<file path="config.mk">
export PLATFORM = sky130hd
export DESIGN_NAME = writeback_buffer
export DESIGN_NICKNAME = d
export VERILOG_FILES = /design/src/rtl/writeback_buffer.sv
export SDC_FILE = /design/constraint.sdc
export NUM_CORES = 1
export LEC_CHECK = 0
export BUFFER_PORTS_ARGS = -buffer_cell sky130_fd_sc_hd__buf_2
export CAP_MARGIN = 20
export CORE_ASPECT_RATIO = 1.25
export CORE_MARGIN = 4
export CORE_UTILIZATION = 45
export DETAILED_ROUTE_END_ITERATION = 12
export PLACE_DENSITY = 0.71
export SKIP_CTS_REPAIR_TIMING = 1
export SLEW_MARGIN = 20
export SYNTH_ARGS = -nofsm -noshare
export SYNTH_HDL_FRONTEND = slang
export SYNTH_SLANG_ARGS = --single-unit
</file>
<file path="constraint.sdc">
create_clock -name clk -period 6.4 [get_ports clk]
set_input_delay 1.92 -clock clk [delete_from_list [all_inputs] [get_ports clk]]
set_output_delay 1.92 -clock clk [all_outputs]
set_load 0.1 [all_outputs]
</file>
<file path="src/rtl/writeback_buffer.sv">
// In-order writeback FIFO between the memory stage and the register-file/commit port.
// Two combinational lookups forward the youngest buffered result for a destination register.
module writeback_buffer #(
   parameter int XLEN  = 64,
   parameter int DEPTH = 4,
   parameter int CTL_W = 16
) (
   input  logic                       clk,
   input  logic                       reset,
   input  logic                       in_valid,
   output logic                       in_ready,
   input  logic [XLEN-1:0]            in_pc,
   input  logic [4:0]                 in_dst,
   input  logic                       in_wen,
   input  logic [XLEN-1:0]            in_wdata,
   input  logic [CTL_W-1:0]           in_ctl,
   output logic                       out_valid,
   input  logic                       out_ready,
   output logic [XLEN-1:0]            out_pc,
   output logic [4:0]                 out_dst,
   output logic                       out_wen,
   output logic [XLEN-1:0]            out_wdata,
   output logic [CTL_W-1:0]           out_ctl,
   input  logic [4:0]                 fwd_addr1,
   input  logic [4:0]                 fwd_addr2,
   output logic                       fwd_hit1,
   output logic                       fwd_hit2,
   output logic [XLEN-1:0]            fwd_data1,
   output logic [XLEN-1:0]            fwd_data2,
   output logic [$clog2(DEPTH):0]     occupancy,
   output logic [63:0]                commit_count
);

   localparam int AW = $clog2(DEPTH);
   localparam int CW = AW + 1;
   localparam logic [CW-1:0] FULL_COUNT = CW'(DEPTH);

   logic [XLEN-1:0]  pc_mem    [DEPTH];
   logic [4:0]       dst_mem   [DEPTH];
   logic             wen_mem   [DEPTH];
   logic [XLEN-1:0]  wdata_mem [DEPTH];
   logic [CTL_W-1:0] ctl_mem   [DEPTH];

   logic [DEPTH-1:0] valid_reg;
   logic [AW-1:0]    head_reg;
   logic [AW-1:0]    tail_reg;
   logic [CW-1:0]    count_reg;
   logic [63:0]      commit_count_reg;

   logic push;
   logic pop;

   assign in_ready  = (count_reg != FULL_COUNT);
   assign out_valid = (count_reg != '0);
   assign push      = in_valid && in_ready;
   assign pop       = out_valid && out_ready;

   assign out_pc       = pc_mem[head_reg];
   assign out_dst      = dst_mem[head_reg];
   assign out_wen      = wen_mem[head_reg];
   assign out_wdata    = wdata_mem[head_reg];
   assign out_ctl      = ctl_mem[head_reg];
   assign occupancy    = count_reg;
   assign commit_count = commit_count_reg;

   // Payload storage carries no reset; only the valid bits give a slot meaning.
   always_ff @(posedge clk) begin
      if (push) begin
         pc_mem[tail_reg]    <= in_pc;
         dst_mem[tail_reg]   <= in_dst;
         wen_mem[tail_reg]   <= in_wen && (in_dst != 5'd0);
         wdata_mem[tail_reg] <= in_wdata;
         ctl_mem[tail_reg]   <= in_ctl;
      end
   end

   always_ff @(posedge clk) begin
      if (reset) begin
         valid_reg        <= '0;
         head_reg         <= '0;
         tail_reg         <= '0;
         count_reg        <= '0;
         commit_count_reg <= '0;
      end else begin
         if (push) begin
            valid_reg[tail_reg] <= 1'b1;
            tail_reg            <= tail_reg + AW'(1);
         end
         if (pop) begin
            valid_reg[head_reg] <= 1'b0;
            head_reg            <= head_reg + AW'(1);
            commit_count_reg    <= commit_count_reg + 64'd1;
         end
         case ({push, pop})
            2'b10:   count_reg <= count_reg + CW'(1);
            2'b01:   count_reg <= count_reg - CW'(1);
            default: count_reg <= count_reg;
         endcase
      end
   end

   // Walk oldest to youngest so a later match overrides an earlier one.
   always_comb begin
      logic [AW-1:0] idx;
      idx       = '0;
      fwd_hit1  = 1'b0;
      fwd_data1 = '0;
      fwd_hit2  = 1'b0;
      fwd_data2 = '0;
      for (int k = 0; k < DEPTH; k++) begin
         idx = head_reg + AW'(k);
         if (valid_reg[idx] && wen_mem[idx] && (fwd_addr1 != 5'd0) &&
             (dst_mem[idx] == fwd_addr1)) begin
            fwd_hit1  = 1'b1;
            fwd_data1 = wdata_mem[idx];
         end
         if (valid_reg[idx] && wen_mem[idx] && (fwd_addr2 != 5'd0) &&
             (dst_mem[idx] == fwd_addr2)) begin
            fwd_hit2  = 1'b1;
            fwd_data2 = wdata_mem[idx];
         end
      end
   end

endmodule

</file>
==> results of run 1 <==
power by group through the flow:
stage          registers, mW  logic (mW)  clock network (mW)
4_1_cts                 5.49        9.12                3.99
3_3_place_gp            5.54        9.02                   0
6_report                5.50        9.21                3.92
3_5_place_dp            5.58        9.09                   0
5_1_grt                 5.53        9.59                4.19
2_1_floorplan           5.63        7.26                   0
synth_stat cells, drive strengths merged (16+ instances only):
library cell    n  area, um2
nand2         202        758
nor3          191        956
mux2i         134       1340
mux4          248       5590
a31oi          55        344
edfxtp        600      18000
inv            16       60.1
o211ai         25        193
clkbuf        130        488
nand3          56        315
buf            85        468
a311oi         34        298
dfxtp          77       1540
nor2          165        624
nand4          34        225
xnor2          49        429
o21ai         104        521
a21oi          62        310
mux2           26        293
a211oi         63        493
xor2           47        412
nor4           16        121
cell families after synthesis:
kind of cell / share of synthesized area (%)
buf+inv: 2.93
simple gates: 10.1
mux: 20.8
flops: 56.3
xor+xnor: 2.42
compound gates: 7.01
fa+ha+maj: 0.418
area by class of cell:
class                      instances  area, um2
clock inverter                    44        393
fill                            5922      32200
timing repair buffer             653       5570
multi-input combinational       1623      15300
tap                              977       1220
clock buffer                      81       1790
antenna                           18       45.0
inverter                          16       65.1
sequential                       677      19600
through the flow:
step / hold WS [ps] / total power, mW / cells / utilization, % / setup TNS, ps
global route: 540 / 19.3 / 4080 / 57.7 / -27.9
detailed placement: 505 / 14.7 / 3939 / 54.6 / -136
floorplan: 471 / 12.9 / 2531 / - / -606
global placement: 486 / 14.6 / 3939 / 54.6 / -390
finish: 505 / 18.6 / 4089 / 57.7 / 0
CTS: 514 / 18.6 / 4064 / 57.5 / -1290
path summary, 6_finish.rpt:
| path | from | end | slack [ps] | depth (start not counted) |
|---|---|---|---|---|
| worst min-delay path | commit_count[43]$_SDFFE_PP0N_ | commit_count[43]$_SDFFE_PP0N_ | 510 | 2 |
| worst max-delay path | fwd_addr1[1] | fwd_data1[23] | 3 | 12 |
| worst min register to register | commit_count[43]$_SDFFE_PP0N_ | commit_count[43]$_SDFFE_PP0N_ | 510 | 2 |
| worst max register to register | occupancy[0]$_SDFFE_PP0P_ | commit_count[51]$_SDFFE_PP0N_ | 3200 | 7 |
critical path: cells and delay by family:
family	cells	cell delay, ps
AND/OR/NAND/NOR	4	940
AO/OA/AOI/OAI	1	300
buffers and inverters	7	1270
per-layer routing:
layer,track usage [%],part of all wire [%]
met5,0,0.088
met4,10.4,3.6
met3,8.56,11
met2,46.8,51
met1,32.4,35
==> results.toml, run 1 <==
[floorplan]
start_util_pct = 45.5
fp.dieArea_um2 = 81700
die_x_um = 256
io_pins = 513
fp.dieH_um = 319
rows = 113
core_um2 = 76200

[routing]
route.detailed.drc = 0
routed_wirelength_mm = 114
wire_per_inst_um = 27.9
drt-pass1-iter-count = 8
via_per_inst = 6.36
initialDrtViolationCount = 2311
vias = 26000
drtAntennaViolNets = 0

[worst_setup_path]
critPathSlowestCell = "or4_1"
cp-start-kind = "input pin"
crit_arrival_ps = 4480
cp_max_fo = 17
path_class = "input pin to primary output"
end_kind = "primary output"
required_ps = 4480
critical-path-max-stage-delay_ps = 550
cp_cell_sequence = "buf_2 -> or4_1 -> nor2_1 -> buf_4 -> buf_4 -> or4_4 -> buf_12 -> buf_4 -> nor3_1 -> buf_4 -> a211oi_4 -> buf_12"
crit_top_cell = "buf_4"

[clocking]
clk_pin_slew_ps = 60
htree_levels = 3
cts_sinks = 677
cts_tree = "built"
clkLatencyLatePin_ps = 640
numCtsBuffers = 68
ctsLongestPathBuffers = 3
root_buffer = "clkbuf_16"

[timing]
skew_ps = 21.1
slew_headroom_pct = 34.1
finalHoldViolations = 0
worstMarginPinSlew_ps = 988
fmax_mhz = 156
finalMaxSlewViolations = 0
finalCriticalPeriod_ps = 6400
finalCritPeriodShare_pct = 99.9
rsz0062_at_grt = "true"
setup_viol = 0
fin_ws_ps = 3.22

[placement]
gp_congestion = 0.908
dpl_cell_area_um2 = 41600
dp_slack_ps = -135
hpwl_mm = 76.1
port_buffers = 512

[status]
status = "finished clean"

[power_and_ir_drop]
p_int_mw = 9.96
seqPwrFrac_pct = 29.5
comb_power_share_pct = 49.5
clockPowerShare_pct = 21.0
netSwitchingFraction_pct = 46.5
power_leakage_nw = 14.7
ir_worst_vdd_mv = 0.346
p_per_area_nw_per_um2 = 424
p_switching_mw = 8.67

[cells_and_area]
nNetsFinal = 3214
drive_gt1_share_pct = 38.7
layout_common_cells = "edfxtp_1, buf_2, mux4_2"
fin_area_um2 = 44000
syn2layout_area_growth_pct = 26.7
final_common_cell = "edfxtp_1"
largestRegisters = "pc_mem (256), wdata_mem (256)"

[synthesis]
ys_ff_latch = 677
synth_enable_flop_cells = 600
netlist_instances = 2531
syn_area_per_cell_um2 = 13.7
synthFlopType = "edfxtp_1"
yosysWarnings = 0
yosysSeqAreaShare_pct = 56.3
async_flop_share_pct = 0
yosysUniqueCellTypes = 60
netlist_area_um2 = 34700
syn_nets = 2706

[global_routing]
antenna_found_initial = 28
grt_pass1_vias = 26900
grt_overflow = 0
grt_pass1_wl_mm = 171
grt_use_total_pct = 27.3
grt_max_degree = 121

[min_path]
hold_class = "flip-flop to flip-flop"

[run]
maxCapViolCount = 0
(Power assumes the default switching activity.)
==> inputs of run 2 (changes only) <==
--- a/constraint.sdc
+++ b/constraint.sdc
@@ -3,2 +3,2 @@
 set_output_delay 1.92 -clock clk [all_outputs]
-set_load 0.1 [all_outputs]
+set_load 0.005 [all_outputs]
==> run 2 against run 1 <==
  * Sequential power barely moved
  * Sequential cell count did not move
  * Critical path depth fell by 4
  * Clock power rose by 1%
  * Sequential share of layout area rose by 3.3 points
  * Cell area fell by 6.9%
  * Register-to-register slack improved by 30 ps
  * Clock skew fell by 5.4 ps
  * Critical endpoint is now fwd_data2[40]
  * Via count fell by 0.85%
  * Maximum frequency rose by 0.62%
  * Die area did not move
  * Highest routed layer unchanged
==> results.toml, run 2 (synthesis gave the netlist of run 1 again) <==
[status]
status = "finished clean"

[routing]
via_per_inst = 6.40
wire_per_inst_um = 27.4
route.detailed.drc = 0
routed_wirelength_mm = 110
vias = 25800
initialDrtViolationCount = 2646
drt-pass1-iter-count = 6
drtAntennaViolNets = 0

[clocking]
cts_sinks = 677
clk_pin_slew_ps = 60
htree_levels = 3
numCtsBuffers = 68
cts_tree = "built"
clkLatencyLatePin_ps = 640
root_buffer = "clkbuf_16"
ctsLongestPathBuffers = 3

[power_and_ir_drop]
power_leakage_nw = 14.0
comb_power_share_pct = 36.8
p_switching_mw = 5.16
p_per_area_nw_per_um2 = 367
ir_worst_vdd_mv = 0.387
clockPowerShare_pct = 26.4
seqPwrFrac_pct = 36.8
netSwitchingFraction_pct = 34.4
p_int_mw = 9.86

[floorplan]
io_pins = 513
start_util_pct = 45.5
fp.dieArea_um2 = 81700
rows = 113
die_x_um = 256
fp.dieH_um = 319
core_um2 = 76200

[global_routing]
grt_overflow = 0
grt_pass1_vias = 26600
grt_pass1_wl_mm = 166
grt_max_degree = 141
grt_use_total_pct = 26.4
antenna_found_initial = 27

[worst_setup_path]
required_ps = 4480
crit_top_cell = "buf_2"
path_class = "input pin to primary output"
cp_max_fo = 11
crit_arrival_ps = 4440
critPathSlowestCell = "or4_2"
cp-start-kind = "input pin"
cp_cell_sequence = "buf_2 -> xnor2_1 -> nand4_1 -> or4_2 -> o211ai_4 -> buf_4 -> o211ai_1 -> buf_2"
critical-path-max-stage-delay_ps = 830
end_kind = "primary output"

[timing]
slew_headroom_pct = 20.2
finalCritPeriodShare_pct = 99.3
finalCriticalPeriod_ps = 6360
setup_viol = 0
skew_ps = 15.7
finalHoldViolations = 0
worstMarginPinSlew_ps = 1200
finalMaxSlewViolations = 0
rsz0062_at_grt = "true"
hold_slack_ps = 512
fmax_mhz = 157

[placement]
gp_congestion = 0.889
port_buffers = 512
hpwl_mm = 72.0

[cells_and_area]
final_common_cell = "edfxtp_1"
regArea_um2 = 19600
syn2layout_area_growth_pct = 17.9
fillCellCount = 6226
largestRegisters = "pc_mem (256), wdata_mem (256)"
layout_common_cells = "edfxtp_1, buf_2, mux4_2"
nNetsFinal = 3162
multi_input_area_um2 = 14300
drive_gt1_share_pct = 33.8
final_util_pct = 53.7

[run]
maxCapViolCount = 0

[min_path]
hold_class = "flip-flop to flip-flop"
[run 2: final timing paths]
| kind | start | to | slack (ps) | depth (start not counted) |
|---|---|---|---|---|
| setup / recovery | fwd_addr2[4] | fwd_data2[40] | 40 | 8 |
| hold / removal | commit_count[43]$_SDFFE_PP0N_ | commit_count[43]$_SDFFE_PP0N_ | 510 | 2 |
| setup reg to reg | occupancy[2]$_SDFFE_PP0P_ | commit_count[51]$_SDFFE_PP0N_ | 3230 | 7 |
| hold reg to reg | commit_count[43]$_SDFFE_PP0N_ | commit_count[43]$_SDFFE_PP0N_ | 510 | 2 |
[run 2: per-layer routing]
metal	track usage, %	vias to the layer above	part of all wire [%]
li1	-	11000	-
met5	0	-	0.093
met3	7.13	350	10
met2	44.7	1691	50
met4	13.5	16	4.8
met1	30.9	12800	35
[run 2: power groups by stage]
| stage | logic (mW) | clock network, mW | registers (mW) |
|---|---|---|---|
| after floorplan | 3.72 | 0 | 5.54 |
| after global placement | 5.36 | 0 | 5.58 |
| after detailed placement | 5.42 | 0 | 5.63 |
| after CTS | 5.45 | 4.05 | 5.53 |
| after global routing | 5.94 | 4.23 | 5.56 |
| final | 5.54 | 3.96 | 5.52 |
[run 2: metrics by stage]
step                      worst slack, ps  std cells  total power [mW]  setup TNS [ps]  area, um2
after floorplan                       458       2531              9.26               0      34700
after global placement              -7.53       3884              10.9           -7.53      38500
after detailed placement             19.1       3884              11.0               0      38500
after CTS                            -541       4007              15.0          -24190      40800
after global routing                -5.73       4026              15.7           -5.73      40900
final                                42.4       4029              15.0               0      40900
[run 2: worst max-delay path: cells and delay by family]
family                 cells  cell delay, ps
XOR/XNOR                   1             260
AND/OR/NAND/NOR            2            1020
buffers and inverters      3             670
AO/OA/AOI/OAI              2             540
[run 2: cell type report]
cell class	instances	area share, %
Inverter	16	0.168
Clock buffer	85	4.31
Timing Repair Buffer	601	8.64
Tap cell	977	2.99
Multi-Input combinational cell	1623	34.9
Sequential cell	677	47.8
Antenna cell	12	0.0734
Clock inverter	38	1.11
